**config.mk**
```make
export PLATFORM = sky130hd
export DESIGN_NAME = fetch_ctrl_flat
export DESIGN_NICKNAME = d
export VERILOG_FILES = /design/src/rtl/fetch_ctrl_if.sv /design/src/rtl/fetch_ctrl.sv /design/src/flat_wrapper.sv
export SDC_FILE = /design/constraint.sdc
export NUM_CORES = 1
export LEC_CHECK = 0
export ABC_CLOCK_PERIOD_IN_PS = 6100
export CORE_UTILIZATION = 48
export CTS_BUF_LIST = sky130_fd_sc_hd__clkbuf_8
export DETAILED_ROUTE_END_ITERATION = 12
export PLACE_DENSITY = 0.9
export SLEW_MARGIN = 20
export SYNTH_ARGS = -nofsm -noshare
export SYNTH_HDL_FRONTEND = slang
export SYNTH_SLANG_ARGS = --single-unit
```
**constraint.sdc**
```tcl
create_clock -name clk -period 6.1 [get_ports clk]
set_input_delay 1.22 -clock clk [delete_from_list [all_inputs] [get_ports clk]]
set_output_delay 1.22 -clock clk [all_outputs]
set_load 0.01 [all_outputs]
```
**src/rtl/fetch_ctrl_if.sv**
```systemverilog
// Instruction-memory request/acknowledge bus between fetch_ctrl (master) and memory (slave).
// A raised request holds its address until the acknowledge cycle; there is no abort.
interface fetch_ctrl_if;
    logic        im_req;
    logic [31:0] im_addr;
    logic        im_ack;
    logic [31:0] im_rdata;

    modport master (
        output im_req,
        output im_addr,
        input  im_ack,
        input  im_rdata
    );

    modport slave (
        input  im_req,
        input  im_addr,
        output im_ack,
        output im_rdata
    );
endinterface

```
**src/rtl/fetch_ctrl.sv**
```systemverilog
// Fetch-stage controller: owns the fetch PC, next-PC priority and the non-abortable imem port.
// Optional feature: define FETCH_WFI_EN to let WFI park the fetcher in SLEEP until an interrupt.
module fetch_ctrl #(
    parameter logic [31:0] RESET_PC = 32'h0000_0000,
    parameter logic [31:0] NOP      = 32'h0000_0013
) (
    input  logic         clk,
    input  logic         rst,
    input  logic         interrupt,
    input  logic [31:0]  trap_pc,
    input  logic         mret_valid,
    input  logic [31:0]  mret_pc,
    input  logic         redirect_valid,
    input  logic [31:0]  redirect_pc,
    input  logic         loadUse,
    input  logic         dstall,
    input  logic         isWFI,
    fetch_ctrl_if.master im,
    output logic [31:0]  pc_o,
    output logic [31:0]  instr_o,
    output logic [1:0]   instr_sel,
    output logic         fetch_stall
);

    typedef enum logic [1:0] {
        ST_BOOT,
        ST_FETCH,
        ST_DRAIN,
        ST_SLEEP
    } state_t;

    localparam logic [1:0] SEL_FRESH  = 2'b00;
    localparam logic [1:0] SEL_HOLD   = 2'b01;
    localparam logic [1:0] SEL_BUBBLE = 2'b10;

    state_t      r_state;
    logic [31:0] r_pc_f;
    logic [31:0] r_pend_pc;
    logic [31:0] r_pc_o;
    logic [31:0] r_instr;
    logic [1:0]  r_sel;
    logic        r_req;
    logic        r_wfi_pend;

    logic [31:0] w_tgt;
    logic [31:0] w_tgt_al;
    logic        w_tgt_valid;
    logic        w_hold;
    logic        w_wfi_req;
    logic        w_wfi;

`ifdef FETCH_WFI_EN
    assign w_wfi_req = isWFI;
`else
    logic w_unused_wfi;
    assign w_wfi_req    = 1'b0;
    assign w_unused_wfi = isWFI;
`endif

    // NOTE: every variable written in always_comb gets a default first, otherwise a latch is inferred.
    always_comb begin
        w_tgt = redirect_pc;
        if (interrupt) begin
            w_tgt = trap_pc;
        end else if (mret_valid) begin
            w_tgt = mret_pc;
        end
    end

    assign w_tgt_valid = interrupt | mret_valid | redirect_valid;
    assign w_tgt_al    = {w_tgt[31:2], 2'b00};
    assign w_hold      = loadUse | dstall;
    assign w_wfi       = w_wfi_req | r_wfi_pend;

    // NOTE: sequential state uses non-blocking assignments so all registers update from pre-edge values.
    always_ff @(posedge clk or posedge rst) begin
        if (rst) begin
            r_state    <= ST_BOOT;
            r_pc_f     <= {RESET_PC[31:2], 2'b00};
            r_pend_pc  <= {RESET_PC[31:2], 2'b00};
            r_pc_o     <= 32'h0;
            r_instr    <= NOP;
            r_sel      <= SEL_BUBBLE;
            r_req      <= 1'b0;
            r_wfi_pend <= 1'b0;
        end else begin
            r_sel <= SEL_BUBBLE;
            case (r_state)
                ST_BOOT: begin
                    r_state <= ST_FETCH;
                    r_req   <= 1'b1;
                    if (w_tgt_valid) begin
                        r_pc_f <= w_tgt_al;
                    end
                end
                ST_FETCH: begin
                    if (im.im_ack) begin
                        if (w_tgt_valid) begin
                            r_pc_f     <= w_tgt_al;
                            r_wfi_pend <= 1'b0;
                        end else if (w_wfi) begin
                            r_state    <= ST_SLEEP;
                            r_req      <= 1'b0;
                            r_wfi_pend <= 1'b0;
                        end else if (w_hold) begin
                            r_sel <= SEL_HOLD;
                        end else begin
                            r_pc_o <= r_pc_f;
                            r_instr <= im.im_rdata;
                            r_sel  <= SEL_FRESH;
                            r_pc_f <= r_pc_f + 32'd4;
                        end
                    end else if (w_tgt_valid) begin
                        // Request in flight cannot be cancelled; park the target until it completes.
                        r_pend_pc  <= w_tgt_al;
                        r_state    <= ST_DRAIN;
                        r_wfi_pend <= 1'b0;
                    end else if (w_wfi_req) begin
                        r_wfi_pend <= 1'b1;
                    end
                end
                ST_DRAIN: begin
                    if (im.im_ack) begin
                        r_pc_f  <= w_tgt_valid ? w_tgt_al : r_pend_pc;
                        r_state <= ST_FETCH;
                    end else if (w_tgt_valid) begin
                        r_pend_pc <= w_tgt_al;
                    end
                end
                ST_SLEEP: begin
                    if (interrupt) begin
                        r_pc_f  <= {trap_pc[31:2], 2'b00};
                        r_req   <= 1'b1;
                        r_state <= ST_FETCH;
                    end
                end
                default: begin
                    r_state <= ST_BOOT;
                    r_req   <= 1'b0;
                end
            endcase
        end
    end

    assign im.im_req   = r_req;
    assign im.im_addr  = r_pc_f;
    assign pc_o        = r_pc_o;
    assign instr_o     = r_instr;
    assign instr_sel   = r_sel;
    assign fetch_stall = ((r_state == ST_FETCH) || (r_state == ST_DRAIN)) && r_req && !im.im_ack;

endmodule

```
**src/flat_wrapper.sv**
```systemverilog
// flat-port wrapper written by rule: the top's interface ports become plain ports
module fetch_ctrl_flat 
#(
    parameter logic [31:0] RESET_PC = 32'h0000_0000,
    parameter logic [31:0] NOP      = 32'h0000_0013
)
  (clk, rst, interrupt, trap_pc, mret_valid, mret_pc, redirect_valid, redirect_pc, loadUse, dstall, isWFI, pc_o, instr_o, instr_sel, fetch_stall, im_im_req, im_im_addr, im_im_ack, im_im_rdata);
  fetch_ctrl_if im_i ();
  input  logic clk;
  input  logic rst;
  input  logic interrupt;
  input  logic [31:0] trap_pc;
  input  logic mret_valid;
  input  logic [31:0] mret_pc;
  input  logic redirect_valid;
  input  logic [31:0] redirect_pc;
  input  logic loadUse;
  input  logic dstall;
  input  logic isWFI;
  output logic [31:0] pc_o;
  output logic [31:0] instr_o;
  output logic [1:0] instr_sel;
  output logic fetch_stall;
  output wire logic [$bits(im_i.im_req)-1:0] im_im_req;
  output wire logic [$bits(im_i.im_addr)-1:0] im_im_addr;
  input wire logic [$bits(im_i.im_ack)-1:0] im_im_ack;
  input wire logic [$bits(im_i.im_rdata)-1:0] im_im_rdata;
  assign im_im_req = im_i.im_req;
  assign im_im_addr = im_i.im_addr;
  assign im_i.im_ack = im_im_ack;
  assign im_i.im_rdata = im_im_rdata;
  fetch_ctrl #(.RESET_PC(RESET_PC), .NOP(NOP)) u_core (.clk(clk), .rst(rst), .interrupt(interrupt), .trap_pc(trap_pc), .mret_valid(mret_valid), .mret_pc(mret_pc), .redirect_valid(redirect_valid), .redirect_pc(redirect_pc), .loadUse(loadUse), .dstall(dstall), .isWFI(isWFI), .im(im_i), .pc_o(pc_o), .instr_o(instr_o), .instr_sel(instr_sel), .fetch_stall(fetch_stall));
endmodule
```
==> flow_summary_export.csv <==
group,metric,value,unit
die,die_x,126,um
cts,cts_made_buffers,17,
final_layout,post-route-util,68.7,%
yosys,synth_cells,739,
sta,skew,0.0111,ns
yosys,synthTopCellsByArea,"dfrtp_1 (44%), mux2_2 (12%), o21ai_0 (5.1%)",
final_layout,final_cell_area,10100,um^2
setup_path,max_stage_delay,0.76,ns
hold_path,hold_class,"reg2reg",
setup_path,crit_arrival,4.41,ns
power,leakagePower,4.24,nW
routing,num_vias,7029,
sta,setup_violations,0,
die,die_height,126,um
cts,clkTransAtPathRegs,0.08,ns
sta,grt_setup_unrepaired,"false",
die,ioPinCount,237,
setup_path,cp.required,6.44,ns
yosys,synth_edf_count,0,
final_layout,syn_to_final_growth,37.9,%
placement,gp_congestion,0.875,
yosys,synthArstFlopShare,100,%
sta,slew-limit-headroom,31.9,%
yosys,synth_area_leader_cell,"dfrtp_1",
sta,finalSetupTns,0,ns
final_layout,diodes,0,
yosys,synth_compound_area_share,18.6,%
power,power,4.20,mW
die,core,14700,um^2
cts,post_cts_buffers,0,
setup_path,path_cells,"clkdlybuf4s50_1 > or3_1 > a21oi_1 > nor2_2 > buf_4 > o21ai_0 > a22o_1",
yosys,synthAdderAreaFrac,1.03,%
routing,drt-initial-drc-count,897,
power,ir_drop,0.000199,V
grt,grt_overflow_total,0,
setup_path,crit_type,"in2reg",
flow_run,max_cap_violations,0,
sta,post-route-min-period,4.07,ns
yosys,synth_top_family_by_area,"compound AO/OA/AOI/OAI gates",
sta,period_share,66.7,%
final_layout,drive_gt1_share,13.6,%
grt,grt_pass1_vias,6841,
cts,clkLatencyLatePin,0.45,ns
final_layout,num-nets-final,1086,
final_layout,fillers,1155,
routing,via_per_inst,6.17,
routing,drt-total-wl,22200,um
routing,final_antenna_net_count,0,
run_status,status,"finished, violations left",
routing,wl_per_cell,19.5,um
setup_path,path_max_fanout,23,
setup_path,crit_path_top_delay_cell,"clkdlybuf4s50_1",
yosys,synthFlopType,"dfrtp_1",
cts,cts_max_path_buffers,2,
yosys,synth_cell_type_count,69,
yosys,synth_top_area_share,44.1,%
die,die-area,15800,um^2
setup_path,start_kind,"input port",
grt,antenna_found_initial,0,
yosys,syn_avg_cell_area,9.91,um^2
run_status,violations,"DRC",
grt,grt_pass1_wl,35800,um
routing,first_pass_iters,12,
setup_path,endpoint_kind,"register",
yosys,synthMuxAreaShare,16.2,%
yosys,yosys.area_share.simple,14.1,%
yosys,syn-num-nets,882,
yosys,synth_seq_cells,133,
cts,postCtsHoldBufs,0,
sta,max_freq,246,MHz
cts,cts_resized,0,
routing,drc,12,
yosys,ys_warn_count,0,
die,start_util,49.8,%
yosys,synth_xor_area_share,0.718,%
sta,hold_viol,0,
cts,cts_tree,"yes",
cts,cts_sinks,133,
sta,hold_ws,0.482,ns
sta,worst_slew_pin_slew,1.02,ns
yosys,synth.cell_area,7320,um^2
grt,grt_max_degree,99,
cts,clock-root-buffer,"clkbuf_8",
placement,place_area,9730,um^2
yosys,synth_seq_area_share,45.5,%
power,power_density,415,nW/um^2
sta,maxSlewViolCount,0,
placement,port_buffers,229,
die,row_count,44,
grt,grt_use_total,28.9,%
placement,dpl.hpwl,15400,um
cts,h-tree-depth,4,
==> logic make-up after synthesis <==
kind of cell | after synthesis
AOI/OAI and AO/OA | 208
xor gates and xnor gates | 6
adders and majority gates | 6
buffers and inverters | 69
DFF | 133
muxes | 109
and+or+nand+nor | 208
==> cell type report <==
cell class	instances	area, um^2	share of cell area (%)
Clock inverter	13	106	1.05
Clock buffer	19	262	2.59
Sequential cell	133	3330	33.0
Inverter	15	61.3	0.607
Multi-Input combinational cell	537	3750	37.1
Tap cell	184	230	2.28
Timing Repair Buffer	239	2360	23.3
==> path summary, 6_finish.rpt <==
check	depth (start not counted)	endpoint	startpoint	slack [ns]
min in group asynchronous	2	u_core.pc_o[2]	rst	1.32
min	2	u_core.pc_o[8]	u_core.pc_o[8]	0.48
max	7	u_core.im.im_addr[15]	redirect_valid	2.03
max in group asynchronous	3	u_core.instr_sel[1]	rst	3.72
min reg2reg	2	u_core.pc_o[8]	u_core.pc_o[8]	0.48
max reg2reg	6	u_core.instr_o[26]	u_core.r_state[1]	2.77
==> per-stage QoR <==
stage          setup WS, ns  instances
3_3_place_gp           1.76       1108
5_1_grt                1.98       1140
2_1_floorplan          1.33        739
3_5_place_dp           1.73       1108
6_report               2.03       1140
4_1_cts                2.21       1140
==> sequential cells by signal, indices dropped and copies added, names as in the netlist <==
name               cells
u_core.im.im_addr     32
u_core.im.im_req       1
u_core.instr_o        32
u_core.instr_sel       2
u_core.pc_o           32
u_core.r_pend_pc      32
u_core.r_state         2
==> synthesized netlist by cell type, types with 4 or more instances <==
cell      number
a21oi_1       30
a221oi_1       8
a222oi_1       8
a22oi_1       10
a31oi_1        7
and4_1         5
buf_2          9
clkbuf_1      42
dfrtp_1      129
dfstp_2        4
ha_1           6
inv_1         14
mux2_2        78
mux2i_1       31
nand2_1       86
nand2b_1       6
nand3_1       17
nand4_1        9
nor2_1        31
nor3_1         9
nor4_1        14
o211ai_1       7
o21a_1         8
o21ai_0       74
o221ai_1       8
o22ai_1        9
o31ai_1        5
or3_1          5
or4_1          4
xor2_1         4
==> power breakdown <==
group / switching [mW] / total [mW] / internal [mW]
registers: 0.342 / 1.57 / 1.23
logic: 0.961 / 1.92 / 0.957
clock network: 0.336 / 0.707 / 0.371
==> worst max-delay path: cells and delay by family <==
kind,cells,cell delay (ns)
compound gates,3,0.68
simple gates,2,1.34
buf+inv,2,1.17
==> per-layer routing <==
layer	GRT usage (%)	up-vias	share of wire (%)
met5	0	-	0
met3	5.73	62	9.1
met1	36.2	3361	39
met4	12.8	0	2.6
met2	48.6	427	49
li1	-	3179	-
==> placed cells by master, fill, tap and decap left out, types with 6 or more instances in the layout <==
| cell type | instances |
|---|---|
| nand4_1 | 9 |
| o21a_1 | 8 |
| ha_1 | 6 |
| clkdlybuf4s50_1 | 227 |
| a222oi_1 | 8 |
| nand2_1 | 86 |
| a31oi_1 | 7 |
| mux2_2 | 78 |
| nand2b_1 | 6 |
| o22ai_1 | 9 |
| nor2_1 | 30 |
| buf_4 | 10 |
| a221oi_1 | 8 |
| nand3_1 | 16 |
| nor3_1 | 9 |
| a22oi_1 | 10 |
| o221ai_1 | 8 |
| o211ai_1 | 7 |
| inv_1 | 22 |
| clkbuf_8 | 19 |
| mux2i_1 | 31 |
| nor4_1 | 13 |
| a21oi_1 | 30 |
| dfrtp_1 | 129 |
| o21ai_0 | 74 |
Power figures use the tool's default switching activity.
